<file path="src/rtl/if_fifo.sv">
// ---------------------------------------------------------------------------
// if_fifo -- instruction-fetch to decode decoupling buffer
//
// Holds up to DEPTH fetched pc/instruction pairs in an in-order circular
// buffer between the fetch stage and the decode stage. A taken branch or
// jump (flush) throws away everything buffered, including any pair being
// written or read in the same cycle.
//
// Parameters
//   DEPTH     number of buffered entries (power of two, 2..16)
//   CW        width of the occupancy count, log2(DEPTH)+1
//
// Ports
//   clk       single clock, all state changes on its rising edge
//   rst       synchronous, active-high reset (wins over everything)
//   if_valid  fetch stage offers a pc/instruction pair
//   if_pc     address of the offered instruction
//   if_inst   offered instruction word
//   if_ready  buffer has room (count < DEPTH)
//   flush     discard all buffered entries
//   id_ready  decode stage takes the head entry this cycle
//   id_valid  head entry is valid (count > 0)
//   id_pc     pc of the head entry, zero when empty
//   id_inst   instruction of the head entry, zero (NOP) when empty
//   count     number of occupied entries
// ---------------------------------------------------------------------------
module if_fifo #(
  parameter int DEPTH = 4,
  parameter int CW    = 3
) (
  input  logic          clk,
  input  logic          rst,
  input  logic          if_valid,
  input  logic [31:0]   if_pc,
  input  logic [31:0]   if_inst,
  output logic          if_ready,
  input  logic          flush,
  input  logic          id_ready,
  output logic          id_valid,
  output logic [31:0]   id_pc,
  output logic [31:0]   id_inst,
  output logic [CW-1:0] count
);

  localparam int AW = $clog2(DEPTH);

  localparam logic [AW-1:0] LAST_SLOT = AW'(DEPTH - 1);
  localparam logic [CW-1:0] FULL_CNT  = CW'(DEPTH);

  typedef struct packed {
    logic [31:0] pc;
    logic [31:0] inst;
  } entry_t;

  entry_t        mem [DEPTH];
  logic [AW-1:0] wr_ptr;
  logic [AW-1:0] rd_ptr;
  logic [CW-1:0] cnt;

  logic          full;
  logic          empty;
  logic          push;
  logic          pop;
  logic [AW-1:0] wr_ptr_inc;
  logic [AW-1:0] rd_ptr_inc;
  entry_t        head;

  // -------------------------------------------------------------------------
  // Status. Readiness depends only on the stored occupancy, never on the
  // decode side, so fetch does not see a combinational path from id_ready.
  // -------------------------------------------------------------------------
  assign full     = (cnt == FULL_CNT);
  assign empty    = (cnt == '0);
  assign if_ready = !full;
  assign id_valid = !empty;
  assign count    = cnt;

  // Flush cancels both the write and the read of the current cycle.
  assign push = if_valid && if_ready && !flush;
  assign pop  = id_valid && id_ready && !flush;

  // Explicit wrap from the last slot back to slot 0.
  assign wr_ptr_inc = (wr_ptr == LAST_SLOT) ? '0 : wr_ptr + AW'(1);
  assign rd_ptr_inc = (rd_ptr == LAST_SLOT) ? '0 : rd_ptr + AW'(1);

  // -------------------------------------------------------------------------
  // Pointers and occupancy. Reset takes precedence over flush, flush over
  // push/pop.
  // -------------------------------------------------------------------------
  // NOTE: sequential state is assigned with <= so every register samples the
  // pre-edge values of the others, independent of statement order.
  always_ff @(posedge clk) begin
    if (rst) begin
      wr_ptr <= '0;
      rd_ptr <= '0;
      cnt    <= '0;
    end else if (flush) begin
      wr_ptr <= '0;
      rd_ptr <= '0;
      cnt    <= '0;
    end else begin
      if (push) begin
        wr_ptr <= wr_ptr_inc;
      end
      if (pop) begin
        rd_ptr <= rd_ptr_inc;
      end
      case ({push, pop})
        2'b10:   cnt <= cnt + CW'(1);
        2'b01:   cnt <= cnt - CW'(1);
        default: cnt <= cnt;
      endcase
    end
  end

  // -------------------------------------------------------------------------
  // Storage. Stale contents are harmless: nothing reaches the outputs unless
  // count says the slot is live.
  // -------------------------------------------------------------------------
  // NOTE: the array is deliberately left out of reset so it can map onto
  // plain register-file or RAM cells without a reset network.
  always_ff @(posedge clk) begin
    if (push) begin
      mem[wr_ptr] <= '{pc: if_pc, inst: if_inst};
    end
  end

  // -------------------------------------------------------------------------
  // Head presentation. An empty buffer shows pc 0 and a NOP instruction.
  // -------------------------------------------------------------------------
  // NOTE: every output of this block gets a default first, so no path can
  // leave a value unassigned and infer a latch.
  always_comb begin
    head = '0;
    if (!empty) begin
      head = mem[rd_ptr];
    end
  end

  assign id_pc   = head.pc;
  assign id_inst = head.inst;

endmodule

</file>
<file path="config.mk">
export PLATFORM = sky130hd
export DESIGN_NAME = if_fifo
export DESIGN_NICKNAME = d
export VERILOG_FILES = /design/src/rtl/if_fifo.sv
export SDC_FILE = /design/constraint.sdc
export NUM_CORES = 1
export LEC_CHECK = 0
export ABC_AREA = 1
export CAP_MARGIN = 20
export CORE_MARGIN = 2
export CORE_UTILIZATION = 44
export CTS_CLUSTER_DIAMETER = 120
export DETAILED_ROUTE_END_ITERATION = 8
export GPL_TIMING_DRIVEN = 0
export PLACE_DENSITY_LB_ADDON = 0.25
export SYNTH_ARGS = -nofsm -noshare
export SYNTH_HDL_FRONTEND = slang
export SYNTH_SLANG_ARGS = --single-unit
</file>
<file path="constraint.sdc">
create_clock -name clk -period 3.7 [get_ports clk]
set_input_delay 0.37 -clock clk [delete_from_list [all_inputs] [get_ports clk]]
set_output_delay 0.37 -clock clk [all_outputs]
set_load 0.02 [all_outputs]
</file>
**Word level (Yosys, flattened, before mapping)**

Memory sizes are Yosys's and may differ from the RTL's. A register that Yosys moved wholly into a read port is not among the register bits.
Cells that the tools add are included.
W data, S select, Z words.

- Add/subtract/negate cells: 4
- Equal/unequal tests: 5
- Multiplexer cells: 8
- Reduce and logical (&&, ||, !) cells: 10

Operators with widths:

| cell | count |
|---|---|
| $mux W64 | 1 |
| $mux W2 | 4 |
| $eq A2 B2 Y1 const B | 3 |
| $pmux W3 S2 | 1 |
| $add A2 B1 Y2 const B | 2 |
| $logic_and A1 B1 Y1 | 4 |
| $add A3 B1 Y3 const B | 1 |
| $eq A3 B3 Y1 const B | 1 |
| $logic_not A1 Y1 | 3 |
| $logic_not A3 Y1 | 1 |
| $sub A3 B1 Y3 const B | 1 |
| $eq A2 B1 Y1 const B | 1 |
| $mux W1 | 2 |
| $reduce_bool A2 Y1 | 1 |
| $reduce_or A2 Y1 | 1 |

- Register bits: 7
- Bits in writable memories: 256
- Input port bits: 69
- Output and inout bits: 69
- Word-level logic and storage cells: 31
- Memories kept: 1

Memories:

| memory | depth | bits a word | rd ports | clocked after memory_dff | write ports | RTL line | source |
|---|---|---|---|---|---|---|---|
| mem | 4 | 64 | 1 | 1 | 1 | 55 | `entry_t mem [DEPTH];` |

**Longest topological paths before layout**

- Depth after elaboration: 6
- Depth in mapped cells: 13
- Mapped depth without buffers: 13

**Least setup slack after synthesis**

Ideal clock, no wire load.

- Path kind: register to register
- From: register cnt[1] (netlist: count[1])
- To: memory mem[0][0] in the netlist's numbering, enable pin
- Library setup time: 0.487 ns
- Data arrival time: 3.662 ns
- Required time: 3.213 ns
- Path slack: -0.449 ns
- Stages on the path, launching flop included: 5
- Buffers on the path: 0
- Period minus slack after synthesis: 4.149 ns
- Path through: dfxtp_1 -> nor2_1 -> nand2_1 -> nand2_1 -> nor2_1

- Cells in the longest elaborated chain, start to end: 6

Ends and longest elaborated chain:

| element | RTL line | source |
|---|---|---|
| start: declaration | 58 | `logic [CW-1:0] cnt;` |
| start signal: assignment | 109 | `2'b10: cnt <= cnt + CW'(1);` |
| start signal: assignment | 110 | `2'b01: cnt <= cnt - CW'(1);` |
| start signal: assignment | 111 | `default: cnt <= cnt;` |
| $eq A3 B3 Y1 | 72 | `assign full = (cnt == FULL_CNT);` |
| $logic_not A1 Y1 | 74 | `assign if_ready = !full;` |
| named net if_ready | 36 | `output logic if_ready,` |
| $logic_and A1 B1 Y1 (2 in a row) | 79 | `assign push = if_valid && if_ready && !flush;` |
| $mux W1 | 123 | `if (push) begin` |
| $mux W1 (not written as such) | 124 | `mem[wr_ptr] <= '{pc: if_pc, inst: if_inst};` |
| end: declaration | 55 |  |

The timed path passes the listed nets, and every way through them passes these cells.

==> flow_summary.ini <==
[hold_path]
worstHoldPathType = in2reg
hp-start = if_pc[18]
holdPathEnd = mem[0][50]$_DFFE_PP_
holdPathStages = 1

[floorplanning]
die_y_um = 159.3
die_x_um = 159.3
die_area_um2 = 25360
io_pins = 138
core_area_um2 = 23540
start_util_pct = 45.05
rows = 56

[synthesis]
ys_warn_count = 0
synth-edff-count = 256
synth.ff_latch_count = 265
syn_area_um2 = 10610
yosys.area.top_type_share_pct = 72.49
synth_cells = 894
synth_top_area_cell = edfxtp_1
yosys.cell_count.top_type = nand2_1
ys_seq_area_share_pct = 74.19
ys_types = 19
syn_nets = 970
avgSynthCellArea_um2 = 11.86
ys.flop_type = edfxtp_1
ys_top_cells_by_count = nand2_1, edfxtp_1, nor2_1, a21oi_1, o21ai_0
async_reset_ff_share_pct = 0
synthTopCellsByArea = edfxtp_1, nand2_1, nor2_1, a21oi_1, o21ai_0

[clock_tree]
clkTransAtPathRegs_ns = 0.06
cts_buffers = 28
cts_hold_buf = 0
clk_latency_ns = 0.52
cts_root_buf = clkbuf_16
cts_setup_buffers = 0
htreeDepth = 1
cts_buffer_depth = 3
post_cts_resize_count = 0
cts_tree = built
clkSinkCount = 265

[sta]
fmax_ghz = 0.3296
worst_pin_slew_ns = 0.7684
fin_crit_ns = 3.034
setup_ws_ns = 0.6660
fin_skew_ns = 0.006384
hold_violations = 0
worst_hold_slack_ns = 0.4760
rsz0062_at_grt = false
slew_headroom_pct = 48.65
tns_ns = 0
finalCritPeriodShare_pct = 82.00
setup_viol = 0
finalMaxSlewViolations = 0

[route]
antenna_left = 0
dr.pass1.iters = 6
first_iter_violations = 483
avgRoutedWirePerCell_um = 16.98
via_count = 7011
wl_um = 23940
routed_via_density = 4.972
post-route-drc-count = 0

[final_layout]
drive_gt1_share_pct = 8.433
final-seq-area_um2 = 7868
nNetsFinal = 1145
diodes = 0
area_growth_syn_to_layout_pct = 26.82
fill_cells = 1954
multi_input_area_um2 = 2382
post-route-util_pct = 57.13

[setup_path]
r2r_cells = 5
r2r_end = mem[1][36]$_DFFE_PP_
cp-start-kind = flip-flop
r2r_start = count[1]$_SDFFE_PP0P_
rrSetupSlack_ns = 1.49
worst_setup_path_end_kind = primary output
path_max_fanout = 10
critical_path_class = reg2out
arrival_ns = 2.66
required_ns = 3.33

[run_status]
outcome = finished, final reports clean

[global_route]
grt_pass1_vias = 6957
grt_pass1_wl_um = 37120
grtUsageTotal_pct = 18.58
antenna_found_initial = 0
grt_overflow = 0
grt_max_degree = 30

[place]
pre_cts_ws_ns = 0.9683
dp_hpwl_um = 15070
gp_congestion = 0.7116
portBuffers = 137

[power]
vdd_drop_max_mv = 0.3698
powerDensity_nw_per_um2 = 476.7
p_leak_uw = 0.004944

[run]
cap_viol_max_count = 0
==> cell type report <==
cell class / instances / share of cell area, %
Multi-Input combinational cell: 561 / 17.71
Sequential cell: 265 / 58.50
Timing Repair Buffer: 145 / 11.39
Buffer: 48 / 2.307
Inverter: 20 / 0.5582
Clock buffer: 34 / 5.535
Clock inverter: 18 / 1.033
Tap cell: 319 / 2.968
==> cell usage in the layout (no fill, tap or decap), types with 6 or more instances in the layout <==
master and count:
nand2_1 273, edfxtp_1 256, nor2_1 140, clkdlybuf4s50_1 137, a21oi_1 67, o21ai_0 61
clkbuf_16 29, inv_1 18, clkbuf_1 17, buf_2 17, buf_6 10, buf_4 9
dfxtp_1 9, clkinv_2 9, buf_12 8, ha_1 6
==> metrics by stage <==
step	instances	total power [uW]	instance area, um^2
detailed placement	1358	3825	12570
CTS	1410	6455	13450
global route	1410	6612	13450
floorplan	894	3593	10610
global placement	1350	3815	12380
finish	1410	6411	13450
==> critical path, stage by stage, from the launching register on <==
cell and delay [ns]:
dfxtp_1 0.29, inv_1 0.06, buf_2 0.30, clkbuf_1 0.45, nand2_1 0.11, a21oi_1 0.26, clkdlybuf4s50_1 0.66
==> sequential cells by signal (all words and copies together) (netlist names), named ones only <==
| signal | flops |
|---|---|
| mem | 256 |
| count | 3 |
| rd_ptr | 2 |
| wr_ptr | 2 |
==> report_power, final <==
group,internal (uW),total (uW),leakage [uW],switching (uW)
clock,1560,2650,0.000435,1090
combinational,175,406,0.00211,230
sequential,3340,3350,0.00240,11.5
==> worst max path at each step <==
stage                     startpoint                    to
2_1_floorplan  count[1]$_SDFFE_PP0P_   mem[0][0]$_DFFE_PP_
3_3_place_gp                if_valid  mem[3][28]$_DFFE_PP_
3_5_place_dp                   flush  mem[1][32]$_DFFE_PP_
4_1_cts                    flip-flop            id_inst[7]
5_1_grt                    flip-flop            id_inst[7]
6_report                   flip-flop            id_inst[7]
==> cell families after synthesis <==
| logic type | after synthesis | share of synthesized area [%] |
|---|---|---|
| simple gates | 421 | 14.98 |
| flops | 265 | 74.19 |
| fa+ha+maj | 7 | 0.8966 |
| compound gates | 133 | 6.300 |
| buf+inv | 68 | 3.634 |
==> routing by layer <==
metal  wire [um]  global-route usage (%)  vias up
met5           0                       0        -
met4         552                   5.579        0
met3        1357                   2.787       44
met2       11930                   32.39      213
met1       10100                   24.21     3353
li1            -                       -     3401
Power figures use the tool's default switching activity.
